===== src/rtl/pkt_gen_ctrl_pkg.sv =====
// Shared types and constants for the packet generator run controller.
package pkt_gen_ctrl_pkg;

   typedef enum logic [2:0] {
      ST_IDLE,
      ST_CLEAR,
      ST_RUN,
      ST_DRAIN,
      ST_DONE,
      ST_ERR
   } state_t;

   localparam logic [1:0] ERR_NONE = 2'b00;
   localparam logic [1:0] ERR_OVF  = 2'b01;
   localparam logic [1:0] ERR_WDOG = 2'b10;
   localparam logic [1:0] ERR_LEN  = 2'b11;

   // Header word plus the extra data word the generator adds on top of burst_len.
   localparam int HDR_WORDS = 2;

endpackage


===== src/rtl/sat_counter.sv =====
// Saturating up-counter; a clear coinciding with an increment restarts at one.
module sat_counter #(
   parameter int W = 32
) (
   input  logic         clk,
   input  logic         rst,
   input  logic         clr,
   input  logic         inc,
   output logic [W-1:0] cnt
);

   always_ff @(posedge clk or posedge rst) begin
      if (rst) begin
         cnt <= '0;
      end else if (clr) begin
         cnt <= W'(inc);
      end else if (inc && (cnt != '1)) begin
         cnt <= cnt + W'(1);
      end
   end

endmodule


===== src/rtl/pkt_gen_ctrl.sv =====
// Run controller for the write-packetizer test generator: configures, counts,
// length-checks and stops the generator, aborting on overflow or watchdog.
module pkt_gen_ctrl
   import pkt_gen_ctrl_pkg::*;
#(
   parameter int CNT_WIDTH  = 32,
   parameter int CLR_CYCLES = 2
) (
   input  logic                 clk,
   input  logic                 rst,
   input  logic                 start,
   input  logic                 stop,
   input  logic [31:0]          cfg_num_pkts,
   input  logic [31:0]          cfg_burst_len,
   input  logic [31:0]          cfg_sleep,
   input  logic [CNT_WIDTH-1:0] cfg_watchdog,
   input  logic                 gen_valid,
   input  logic                 tx_overflow,
   output logic                 gen_en,
   output logic                 gen_rst,
   output logic [31:0]          burst_len,
   output logic [31:0]          sleep_write,
   output logic                 busy,
   output logic                 done,
   output logic                 error,
   output logic [1:0]           err_code,
   output logic [CNT_WIDTH-1:0] pkt_count,
   output logic [CNT_WIDTH-1:0] valid_cycles
);

   localparam int LW = (CNT_WIDTH > 33) ? CNT_WIDTH : 33;

   state_t               state, state_n;
   logic [1:0]           code_n;
   logic [3:0]           clr_cnt;
   logic [31:0]          num_pkts;
   logic [CNT_WIDTH-1:0] wd_lim, wd_cnt, len_cnt;
   logic                 valid_q, pkt_end_q, ovf_q;
   logic                 active, accept_start, len_ok, last_pkt, wd_trip, in_flight;

   assign active       = (state == ST_RUN) || (state == ST_DRAIN);
   assign accept_start = start && ((state == ST_IDLE) || (state == ST_DONE) || (state == ST_ERR));
   assign len_ok       = LW'(len_cnt) == (LW'(burst_len) + LW'(HDR_WORDS));
   assign last_pkt     = (num_pkts != '0) && ((LW'(pkt_count) + LW'(1)) == LW'(num_pkts));
   assign wd_trip      = (wd_lim != '0) && (wd_cnt >= (wd_lim - CNT_WIDTH'(1)));
   assign in_flight    = gen_valid || valid_q;

   // Overflow beats length error beats watchdog when they land together.
   always_comb begin
      state_n = state;
      code_n  = ERR_NONE;
      unique case (state)
         ST_IDLE, ST_DONE, ST_ERR: begin
            if (start) state_n = ST_CLEAR;
         end
         ST_CLEAR: begin
            if (ovf_q) begin
               state_n = ST_ERR;
               code_n  = ERR_OVF;
            end else if (stop) begin
               state_n = in_flight ? ST_DRAIN : ST_DONE;
            end else if (clr_cnt == 4'(CLR_CYCLES - 1)) begin
               state_n = ST_RUN;
            end
         end
         ST_RUN, ST_DRAIN: begin
            if (ovf_q) begin
               state_n = ST_ERR;
               code_n  = ERR_OVF;
            end else if (pkt_end_q && !len_ok) begin
               state_n = ST_ERR;
               code_n  = ERR_LEN;
            end else if (wd_trip) begin
               state_n = ST_ERR;
               code_n  = ERR_WDOG;
            end else if (pkt_end_q && ((state == ST_DRAIN) || last_pkt)) begin
               state_n = ST_DONE;
            end else if (stop && (state == ST_RUN)) begin
               state_n = in_flight ? ST_DRAIN : ST_DONE;
            end
         end
         default: state_n = ST_IDLE;
      endcase
   end

   always_ff @(posedge clk or posedge rst) begin
      if (rst) begin
         state       <= ST_IDLE;
         clr_cnt     <= '0;
         num_pkts    <= '0;
         wd_lim      <= '0;
         burst_len   <= '0;
         sleep_write <= '0;
         valid_q     <= 1'b0;
         pkt_end_q   <= 1'b0;
         ovf_q       <= 1'b0;
         gen_en      <= 1'b0;
         gen_rst     <= 1'b0;
         busy        <= 1'b0;
         done        <= 1'b0;
         error       <= 1'b0;
         err_code    <= ERR_NONE;
      end else begin
         state     <= state_n;
         valid_q   <= active && gen_valid;
         pkt_end_q <= active && valid_q && !gen_valid;
         ovf_q     <= tx_overflow && (active || (state == ST_CLEAR));
         clr_cnt   <= (state == ST_CLEAR) ? clr_cnt + 4'd1 : 4'd0;
         if (accept_start) begin
            num_pkts    <= cfg_num_pkts;
            wd_lim      <= cfg_watchdog;
            burst_len   <= cfg_burst_len;
            sleep_write <= cfg_sleep;
         end
         // Outputs are decoded from the next state so they change with the state register.
         gen_en  <= (state_n == ST_RUN) || (state_n == ST_DRAIN);
         gen_rst <= (state_n == ST_CLEAR);
         busy    <= (state_n == ST_CLEAR) || (state_n == ST_RUN) || (state_n == ST_DRAIN);
         done    <= (state_n == ST_DONE);
         error   <= (state_n == ST_ERR);
         if (state_n != ST_ERR) err_code <= ERR_NONE;
         else if (state != ST_ERR) err_code <= code_n;
      end
   end

   sat_counter #(.W(CNT_WIDTH)) u_pkt_cnt (
      .clk(clk), .rst(rst), .clr(accept_start), .inc(active && pkt_end_q), .cnt(pkt_count)
   );

   sat_counter #(.W(CNT_WIDTH)) u_valid_cnt (
      .clk(clk), .rst(rst), .clr(accept_start), .inc(active && gen_valid), .cnt(valid_cycles)
   );

   sat_counter #(.W(CNT_WIDTH)) u_wd_cnt (
      .clk(clk), .rst(rst), .clr(!active || pkt_end_q), .inc(active && !pkt_end_q), .cnt(wd_cnt)
   );

   sat_counter #(.W(CNT_WIDTH)) u_len_cnt (
      .clk(clk), .rst(rst), .clr(!active || pkt_end_q), .inc(active && gen_valid), .cnt(len_cnt)
   );

endmodule


===== config.mk =====
export PLATFORM = sky130hd
export DESIGN_NAME = pkt_gen_ctrl
export DESIGN_NICKNAME = d
export VERILOG_FILES = /design/src/rtl/pkt_gen_ctrl_pkg.sv /design/src/rtl/sat_counter.sv /design/src/rtl/pkt_gen_ctrl.sv
export SDC_FILE = /design/constraint.sdc
export NUM_CORES = 1
export LEC_CHECK = 0
export BUFFER_PORTS_ARGS = -buffer_cell sky130_fd_sc_hd__buf_2
export CORE_MARGIN = 2
export CORE_UTILIZATION = 60
export CTS_BUF_LIST = sky130_fd_sc_hd__clkbuf_16
export DETAILED_ROUTE_END_ITERATION = 10
export PLACE_DENSITY = 0.84
export SYNTH_ARGS = -nofsm -noshare
export SYNTH_HDL_FRONTEND = slang
export SYNTH_SLANG_ARGS = --single-unit

===== constraint.sdc =====
create_clock -name clk -period 29.2 [get_ports clk]
set_input_delay 5.84 -clock clk [delete_from_list [all_inputs] [get_ports clk]]
set_output_delay 5.84 -clock clk [all_outputs]
set_load 0.005 [all_outputs]

## Word-level counts from Yosys, hierarchy flattened

Index checks and enable logic that the tools add are counted.

| storage, ports and cells | value |
|---|---|
| flip-flop bits (word level) | 273 |
| bits of input ports | 134 |
| output and inout port bits | 135 |
| word-level logic and storage cells | 114 |

| cells by class | value |
|---|---|
| $add $sub $neg | 8 |
| order comparisons | 1 |
| equal/unequal tests | 19 |
| mux-type cells | 27 |
| reductions and logical operators | 40 |

Operators by type and width:

| kind | count |
|---|---|
| two-way mux 32 bit | 8 |
| adder 32 x 1 -> 32 bit (second input constant) | 4 |
| != test 32 bit (second input constant) | 4 |
| nonzero test 32 bit | 2 |
| adder 32 x 1 -> 33 bit (second input constant) | 1 |
| adder 32 x 2 -> 33 bit (second input constant) | 1 |
| equality test 32 x 33 -> 1 bit | 1 |
| equality test 33 x 32 -> 1 bit | 1 |
| >= comparator 32 bit | 1 |
| subtractor 32 x 1 -> 32 bit (second input constant) | 1 |
| two-way mux 3 bit | 10 |
| logical AND 1 bit | 16 |
| equality test 3 x 2 -> 1 bit (second input constant) | 4 |
| equality test 3 bit (second input constant) | 4 |
| logical OR 1 bit | 10 |
| two-way mux 2 bit | 5 |
| nonzero test 2 bit | 5 |
| one-hot mux 3 bit (3 select lines) | 1 |
| equality test 3 x 1 -> 1 bit (second input constant) | 2 |
| != test 3 bit (second input constant) | 2 |
| adder 4 x 1 -> 4 bit (second input constant) | 1 |
| equality test 4 x 1 -> 1 bit (second input constant) | 1 |
| logical NOT 1 bit | 4 |
| two-way mux 4 bit | 1 |
| 5 further kinds | 5 |

## Longest topological paths before layout

Gate-level depths: netlist (run 1).

| depth | value |
|---|---|
| word-level depth | 13 |
| depth in mapped cells | 19 |
| mapped depth without buffers | 19 |

## Hierarchy

Synthesis (run 1) repeated with hierarchy kept, for this count alone.

| second synthesis, totals | value |
|---|---|
| cell total of the unflattened synthesis | 1738 |
| area, all modules | 16731.0 µm² |

By module, submodules not included:

| module | times used | cells an instance | area each (µm²) |
|---|---|---|---|
| pkt_gen_ctrl | 1 | 926 | 9499.1 |
| sat_counter | 4 | 203 | 1808.0 |

## Least setup slack after synthesis (run 1)

OpenSTA, ideal clock, no wires.

| timing | value |
|---|---|
| path kind | input to register |
| start | in gen_valid |
| end | reg u_valid_cnt.cnt[29] |
| library setup time | 78 ps |
| data arrival time | 7308 ps |
| setup slack | 21814 ps |
| stages on the path | 7 |
| buffers on the path | 0 |
| path through | nand2_1 -> a211oi_1 -> nand2_1 -> nor2_1 -> nand2_1 -> or3_1 -> a21oi_1 |

| on the way | value |
|---|---|
| word-level cells in the longest chain between the ends | 3 |

Ends and longest elaborated chain:

| what | line | RTL |
|---|---|---|
| start, declared | pkt_gen_ctrl.sv:17 | `input logic gen_valid,` |
| logical AND 1 bit | pkt_gen_ctrl.sv:131 | `.clk(clk), .rst(rst), .clr(accept_start), .inc(active && gen_valid), .cnt(valid_cycles)` |
| logical AND 1 bit | sat_counter.sv:17 | `end else if (inc && (cnt != '1)) begin` |
| nonzero test 2 bit (no line) | - |  |
| end signal, assigned | sat_counter.sv:16 | `cnt <= W'(inc);` |
| end signal, assigned | sat_counter.sv:18 | `cnt <= cnt + W'(1);` |
| end, declared | sat_counter.sv:9 | `output logic [W-1:0] cnt` |

Every way passes these cells.
A chain may end at the register's enable or synchronous reset.

## Worst setup path in the final report (run 1)

| timing | value |
|---|---|
| start | in gen_valid |
| end | reg u_valid_cnt.cnt[31] |

The elaborated chain is that of the path after synthesis.

==> flow_summary.yaml, run 1 <==
timing:
  max_freq_ghz: 0.132
  slew_violations: 0
  layout_setup_ws_ps: 21640
  final-setup-viol-count: 0
  fin_skew_ps: 9.65
  finalCriticalPeriod_ps: 7560
  rsz0062_at_grt: "false"
  finalHoldViolations: 0
  slew_headroom: 0.270
  fin_crit_sh: 0.259
  worst_pin_slew_ps: 1100
  setup_tns_ps: 0
min_path:
  hold_path.startpoint: "sleep_write[31]"
  whs_path_depth: 2
  hp-class: "flip-flop to flip-flop"
  min_to: "sleep_write[31]"
layout:
  area_growth_pct: 16.3
  drive_above_1_share: 0.178
  fill_cells: 1934
  final_util: 0.710
  final_common_cell: "nand2_1"
  most-common-layout-cells: "nand2_1 (458), dfrtp_1 (273), buf_2 (268), nor2_1 (141)"
  final_nets: 2178
routing:
  routedWlPerCell_um: 17.0
  wirelength_mm: 40.0
  first_pass_iters: 7
  drtIter0Drc: 1191
  antenna_left: 0
  dr_total_vias: 13700
  drc: 0
  viasPerCell: 5.81
clock_tree:
  cts_tree: "done"
  ctsResizeCount: 0
  cts.sinks: 273
  clockBufferDepth: 3
  htreeDepth: 1
  cts_setup_buffers: 0
  clk_pin_slew_ps: 60
  cts-root-buf: "clkbuf_16"
  clk_latency_ps: 560
  numCtsBuffers: 30
  postCtsHoldBufs: 0
critical_path:
  arrival_ps: 8030
  reg2reg_slack_ps: 23950
  critPathRequiredTime_ps: 29670
  crit_fanout: 6
  r2r-end: "error"
  reg2reg_depth: 18
  crit_path_start_kind: "input pin"
  critPathKind: "input pin to flip-flop"
  rr_startpoint: "wd_lim[2]"
  end_kind: "flip-flop"
grt:
  grt_first_pass_wirelength_mm: 65.0
  antenna_found_initial: 2
  grt_overflow: 0
  grt_max_degree: 171
  grt_pass1_vias: 13200
  grt_usage: 0.293
synth:
  ys_seq_area_frac: 0.446
  synth_area_um2: 15300
  synth.avg_cell_area_um2: 8.69
  synth_fp_nets: 1939
  synth_top_area_cell: "dfrtp_1"
  async_flop_share: 1.00
  ys_types: 75
  synth_area_leaders: "dfrtp_1 (45%), nand2_1 (11%), xnor2_1 (5.7%)"
  synth_cells: 1764
  synthFlopType: "dfrtp_1"
  synth_top_area_frac: 0.446
  synth_edf_count: 0
  ys_seq_elements: 273
  yosys_warnings: 0
floorplan:
  die_h_um: 164
  rows: 58
  die_width_um: 164
  start_util: 0.610
  dieArea_um2: 26800
  io_pins: 269
  coreArea_um2: 25100
place:
  place_hpwl_mm: 28.0
  pre_cts_slack_ps: 21090
  io_buffers: 268
  place_congestion: 0.959
outcome:
  status: "finished, final reports clean"
job:
  cap_violations: 0
pwr:
  vdd_drop_max_mv: 0.0540
  p_leak_nw: 8.57
  powerDensity_nw_per_um2: 79.3
==> cell families after synthesis <==
| group | after synthesis | share of synthesized area |
|---|---|---|
| multiplexers | 7 | 0.00482 |
| buffers and inverters | 103 | 0.0257 |
| flip-flops | 273 | 0.446 |
| XOR/XNOR | 198 | 0.113 |
| AO/OA/AOI/OAI | 208 | 0.0868 |
| AND/OR/NAND/NOR | 934 | 0.290 |
| adder cells (fa/ha/maj) | 41 | 0.0335 |
==> critical path, stage by stage <==
cell and delay, ps:
buf_2 120, nand2_1 190, a211oi_1 680, nand2_1 240, nor2_1 300, nand2_1 180
or3_1 330, a21oi_1 160
==> metrics by stage <==
stage	area, um2	hold slack [ps]	cells	power [W]
6_report	17800	473	2357	0.00141
5_1_grt	17800	501	2357	0.00151
4_1_cts	17800	474	2355	0.00142
3_5_place_dp	16900	459	2301	0.00106
3_3_place_gp	16900	455	2301	0.00103
2_1_floorplan	15300	461	1764	0.000891
==> final cells by class <==
type / instances / area, um2 / area share
multi-input cells: 1388 / 8110 / 0.455
diodes: 2 / 5.00 / 0.000281
clock buffers: 31 / 776 / 0.0435
repair buffers: 275 / 1410 / 0.0789
clock inverters: 23 / 138 / 0.00772
inverters: 35 / 139 / 0.00779
flip-flops and latches: 273 / 6830 / 0.383
well taps: 330 / 413 / 0.0232
==> cell usage after synthesis, types with 19 or more instances <==
library cell  number
nand2b_1          19
nor2_1           141
nand4_1           58
nor4_1            27
or3_1             19
ha_1              41
o21ai_0           73
dfrtp_1          273
and3_1            20
nand3_1           68
nand2_1          458
o31ai_1           20
and4_1            21
xor2_1            99
nor3_1            33
clkbuf_1          57
xnor2_1           99
inv_1             34
a21oi_1           44
==> how the worst max path moves through the flow <==
stage               from             endpoint  slack (ps)  depth (start not counted)
2_1_floorplan        rst         burst_len[0]       15840                          1
3_3_place_gp   gen_valid  u_valid_cnt.cnt[29]       21080                          8
3_5_place_dp   gen_valid  u_valid_cnt.cnt[31]       21090                          8
4_1_cts        gen_valid  u_valid_cnt.cnt[31]       21680                          8
5_1_grt        gen_valid  u_valid_cnt.cnt[31]       21480                          8
6_report       gen_valid  u_valid_cnt.cnt[31]       21640                          8
==> where the power goes <==
group / internal, W / leakage [nW] / switching (W)
Combinational: 0.000192 / 4.51 / 0.000272
Clock: 0.000200 / 0.465 / 0.000155
Sequential: 0.000473 / 3.60 / 0.000121
Total: 0.000865 / 8.57 / 0.000549
==> flip-flops by register name, summed over array words and instances (netlist names), 2 cells and up <==
name	flops
u_pkt_cnt.cnt	32
sleep_write	32
err_code	2
u_len_cnt.cnt	32
u_valid_cnt.cnt	32
burst_len	32
state	3
clr_cnt	4
wd_lim	32
num_pkts	32
u_wd_cnt.cnt	32
==> per-layer routing <==
layer  wire [um]  global-route usage  part of all wire
met1       16800               0.387              0.42
met2       19300               0.494              0.48
met3        2650              0.0500             0.066
met4        1220              0.0965             0.030
met5           0                   0                 0
No activity file was read; power rests on OpenSTA's default activity.
==> inputs of run 2 (changes only) <==
- CORE_UTILIZATION: 60 -> 51
- PLACE_DENSITY: 0.84 -> 0.76
- clock period: 29.2 -> 6.2 ns (I/O delays scaled with it)
==> run 2 against run 1 <==
Effect of this change: critical path depth is 9 higher; total power grew to 4.8 times the previous value; via count is 0.57% lower; die area is 17% higher; register-to-register slack worse by 23000 ps; wire length is 2.5% higher; sequential cell count stayed put; clock skew is 3.5 ps higher; highest routed layer unchanged; utilization is 10 points lower; clock power grew to 5.2 times the previous value; clock-buffer cell count stayed put.
==> flow_summary.yaml, run 2 (synthesis results as in run 1) <==
layout:
  multi_input_area_um2: 8110
  most-common-layout-cells: "nand2_1 (458), dfrtp_1 (273), buf_2 (268), nor2_1 (141)"
  final_common_cell: "nand2_1"
  regArea_um2: 6830
  fill_cells: 2623
  area_growth_pct: 17.4
  final_nets: 2178
  drive_above_1_share: 0.177
clock_tree:
  clockBufferDepth: 3
  cts_setup_buffers: 0
  ctsResizeCount: 0
  numCtsBuffers: 30
  cts.sinks: 273
  postCtsHoldBufs: 0
  cts_tree: "done"
  clk_latency_ps: 560
  cts-root-buf: "clkbuf_16"
  clk_pin_slew_ps: 60
  htreeDepth: 1
pwr:
  p_leak_nw: 8.62
  vdd_drop_max_mv: 0.285
  powerDensity_nw_per_um2: 380
  finalPower_w: 0.00684
critical_path:
  crit_chain: "nor4_1 -> nand2_1 -> nor3_1 -> nand4_1 -> nor4_1 -> xnor2_1 -> ha_1 -> nand4_1 -> nor3_1 -> o21ai_0 -> o211ai_1 -> a21oi_1 -> a31oi_1 -> nor4b_4 -> a32oi_2 -> inv_2 -> nor3_2"
  end_kind: "flip-flop"
  critPathKind: "flip-flop to flip-flop"
  crit_path_top_delay_cell: "nor3_1"
  slowest_delay_ps: 670
  critPathRequiredTime_ps: 6670
  crit_path_start_kind: "flip-flop"
  arrival_ps: 5510
  crit_fanout: 6
outcome:
  status: "finished, final reports clean"
place:
  place_hpwl_mm: 28.9
  place_congestion: 0.934
  io_buffers: 268
floorplan:
  io_pins: 269
  start_util: 0.517
  die_width_um: 177
  rows: 63
  dieArea_um2: 31500
  coreArea_um2: 29600
  die_h_um: 177
routing:
  wirelength_mm: 41.0
  first_pass_iters: 6
  dr_total_vias: 13600
  antenna_left: 0
  drc: 0
  viasPerCell: 5.63
  drtIter0Drc: 902
  routedWlPerCell_um: 17.0
timing:
  setup_tns_ps: 0
  slew_headroom: 0.219
  max_freq_ghz: 0.199
  rsz0062_at_grt: "false"
  slew_violations: 0
  finalHoldViolations: 0
  fin_crit_sh: 0.812
  worst_pin_slew_ps: 1170
  finalCriticalPeriod_ps: 5030
  fin_skew_ps: 13.2
  final-setup-viol-count: 0
min_path:
  hp-class: "flip-flop to flip-flop"
grt:
  grt_usage: 0.261
  grt_overflow: 0
  grt_pass1_vias: 13200
  grt_first_pass_wirelength_mm: 67.4
  grt_max_degree: 187
  antenna_found_initial: 1
job:
  cap_violations: 0
[run 2: changes by cell type in the layout (fill, tap and decap cells not counted)]
cell        change
clkinv_1        +1
inv_8           -1
diode_2         -1
buf_12          +1
bufinv_16       +4
buf_4           -1
clkinv_2        -3
clkinvlp_4      -1
[run 2: where the power goes]
part	switching, W	internal (W)
logic	0.00129	0.000908
clock network	0.000742	0.00111
registers	0.000572	0.00223
total	0.00260	0.00424
[run 2: area by class of cell]
cell class / count / share of cell area
Antenna cell: 1 / 0.000139
Clock buffer: 31 / 0.0431
Clock inverter: 23 / 0.0129
Inverter: 35 / 0.00751
Multi-Input combinational cell: 1388 / 0.451
Sequential cell: 273 / 0.380
Tap cell: 390 / 0.0271
Timing Repair Buffer: 275 / 0.0788
[run 2: path summary, 6_finish.rpt]
kind                                  from               to  slack [ps]  cells past startpoint
max in group asynchronous              rst    burst_len[22]        4070                      3
hold / removal             sleep_write[26]  sleep_write[26]         470                      2
setup / recovery                 wd_lim[2]            error        1170                     17
min in group asynchronous              rst     num_pkts[28]         730                      2
hold reg to reg            sleep_write[26]  sleep_write[26]         470                      2
setup reg to reg                 wd_lim[2]            error        1170                     17
[run 2: critical path: cells and delay by family (launching register included)]
kind                     cells  cell delay [ps]
flip-flops                   1              440
AND/OR/NAND/NOR              9             2800
adder cells (fa/ha/maj)      1              310
buffers and inverters        1              100
XOR/XNOR                     1              130
AO/OA/AOI/OAI                5             1170
[run 2: layer usage]
metal / global-route usage / share of wire / up-vias
li1: - / - / 6539
met5: 0 / 0 / -
met2: 0.426 / 0.47 / 466
met1: 0.365 / 0.44 / 6531
met3: 0.0461 / 0.069 / 69
met4: 0.0618 / 0.022 / 0
[run 2: through the flow]
step	worst slack [ps]	instance area [um2]	util	cells	hold WS (ps)
floorplan	1350	15300	-	1764	461
global placement	1690	17000	0.573	2361	452
detailed placement	1370	17000	0.573	2361	458
CTS	1300	18000	0.607	2415	472
global route	698	18000	0.607	2416	492
finish	1170	18000	0.607	2416	470
==> inputs of run 3 (changes only) <==
- clock period: 6.2 -> 4.15 ns (I/O delays scaled with it)
==> run 3 against run 2 <==
Effect of this change: sequential power up 50%; via count is 0.34% higher; register-to-register slack got worse by 1100 ps; highest routed layer unchanged; sequential cell count unchanged.
==> flow_summary.yaml, run 3 (synthesis results as in run 1) <==
clock_tree:
  cts-root-buf: "clkbuf_16"
  clockBufferDepth: 3
  numCtsBuffers: 30
  cts.sinks: 273
  clk_latency_ps: 560
  htreeDepth: 1
  clk_pin_slew_ps: 60
  cts_tree: "done"
  postCtsHoldBufs: 0
routing:
  first_pass_iters: 5
  antenna_left: 0
  viasPerCell: 5.56
  drc: 0
  routedWlPerCell_um: 17.0
  drtIter0Drc: 811
  wirelength_mm: 41.7
  dr_total_vias: 13700
place:
  io_buffers: 268
  place_congestion: 0.921
  place_hpwl_mm: 30.1
  dpl.cell_count: 2383
  pre_cts_slack_ps: -36.0
timing:
  slew_headroom: 0.359
  slew_violations: 0
  worst_pin_slew_ps: 961
  max_freq_ghz: 0.247
  fin_skew_ps: 24.1
  layout_setup_ws_ps: 100
  finalHoldViolations: 0
  finalCriticalPeriod_ps: 4050
  final-setup-viol-count: 0
  fin_crit_sh: 0.976
  rsz0062_at_grt: "true"
layout:
  final_nets: 2214
  final-instance-count-excl-fill: 2454
  area_growth_pct: 20.1
  final_common_cell: "nand2_1"
  drive_above_1_share: 0.201
  most-common-layout-cells: "nand2_1 (457), dfrtp_1 (271), buf_2 (268), nor2_1 (141)"
grt:
  grt_overflow: 0
  grt_first_pass_wirelength_mm: 67.4
  grt_max_degree: 134
  grt_pass1_vias: 13500
  antenna_found_initial: 1
  grt_usage: 0.262
floorplan:
  rows: 63
  start_util: 0.517
  io_pins: 269
  die_h_um: 177
  dieArea_um2: 31500
  coreArea_um2: 29600
  die_width_um: 177
min_path:
  hp-class: "input pin to async pin"
critical_path:
  crit_path_start_kind: "flip-flop"
  critPathKind: "flip-flop to flip-flop"
  crit_fanout: 4
  critPathRequiredTime_ps: 4600
  end_kind: "flip-flop"
  arrival_ps: 4500
outcome:
  status: "finished, final reports clean"
pwr:
  vdd_drop_max_mv: 0.347
  p_leak_nw: 8.83
  powerDensity_nw_per_um2: 569
job:
  cap_violations: 0
## run 3: final cells by class
cell class / instances / area, um2
antenna: 1 / 2.50
clock buffer: 31 / 776
clock inverter: 25 / 254
fill: 2583 / 11200
inverter: 35 / 135
multi-input combinational: 1388 / 8230
sequential: 273 / 6830
tap: 390 / 488
timing repair buffer: 311 / 1690
## run 3: worst max-delay path, cell delays in order, from the launching register on
cell and delay (ps):
dfrtp_2 430, or4_4 560, nor3_4 220, nand4_1 250, nor3_1 290, xnor2_1 150
ha_1 260, a21o_1 190, a21o_1 170, a21oi_1 150, o211ai_1 110, a21oi_1 130
a31oi_1 80, buf_4 180, nor4b_4 350, a32oi_2 120, buf_4 170, and3_1 130
## run 3: report_power, final
| group | internal (W) | switching, W |
|---|---|---|
| combinational | 0.00149 | 0.00201 |
| clock | 0.00166 | 0.00111 |
| sequential | 0.00333 | 0.000879 |
## run 3: per-layer routing
layer | global-route usage | wire length, um | up-vias
met1 | 0.349 | 18100 | 6532
met2 | 0.438 | 19900 | 452
li1 | - | - | 6602
met5 | 0 | 0 | -
met4 | 0.0707 | 915 | 0
met3 | 0.0529 | 2780 | 65
## run 3: path summary, 6_finish.rpt
kind                                   from              end  slack, ps  cells past startpoint
max                              wd_lim[19]             done        100                     17
min                                     rst     num_pkts[31]        160                      2
max reg2reg                      wd_lim[19]             done        100                     17
min reg2reg                 sleep_write[31]  sleep_write[31]        470                      2
max in group asynchronous               rst    burst_len[19]       3010                      3
min in group clk           cfg_num_pkts[22]     num_pkts[22]        460                      3
## run 3: repair_timing
| action | CTS | global route |
|---|---|---|
| pin swaps | 0 | 20 |
| setup buffers | 0 | 14 |
| gates resized for setup | 3 | 25 |
| gates cloned | 0 | 0 |
| setup endpoints to repair | 3 | 10 |
## run 3: through the flow
step	hold WS (ps)	area (um2)	utilization	setup TNS (ps)	total power [W]
floorplan	461	15300	-	-79010	0.00627
global placement	455	17100	0.579	0	0.00741
detailed placement	459	17100	0.579	-70.1	0.00754
CTS	138	18200	0.614	0	0.0104
global route	143	18400	0.621	-555	0.0112
finish	157	18400	0.621	0	0.0105
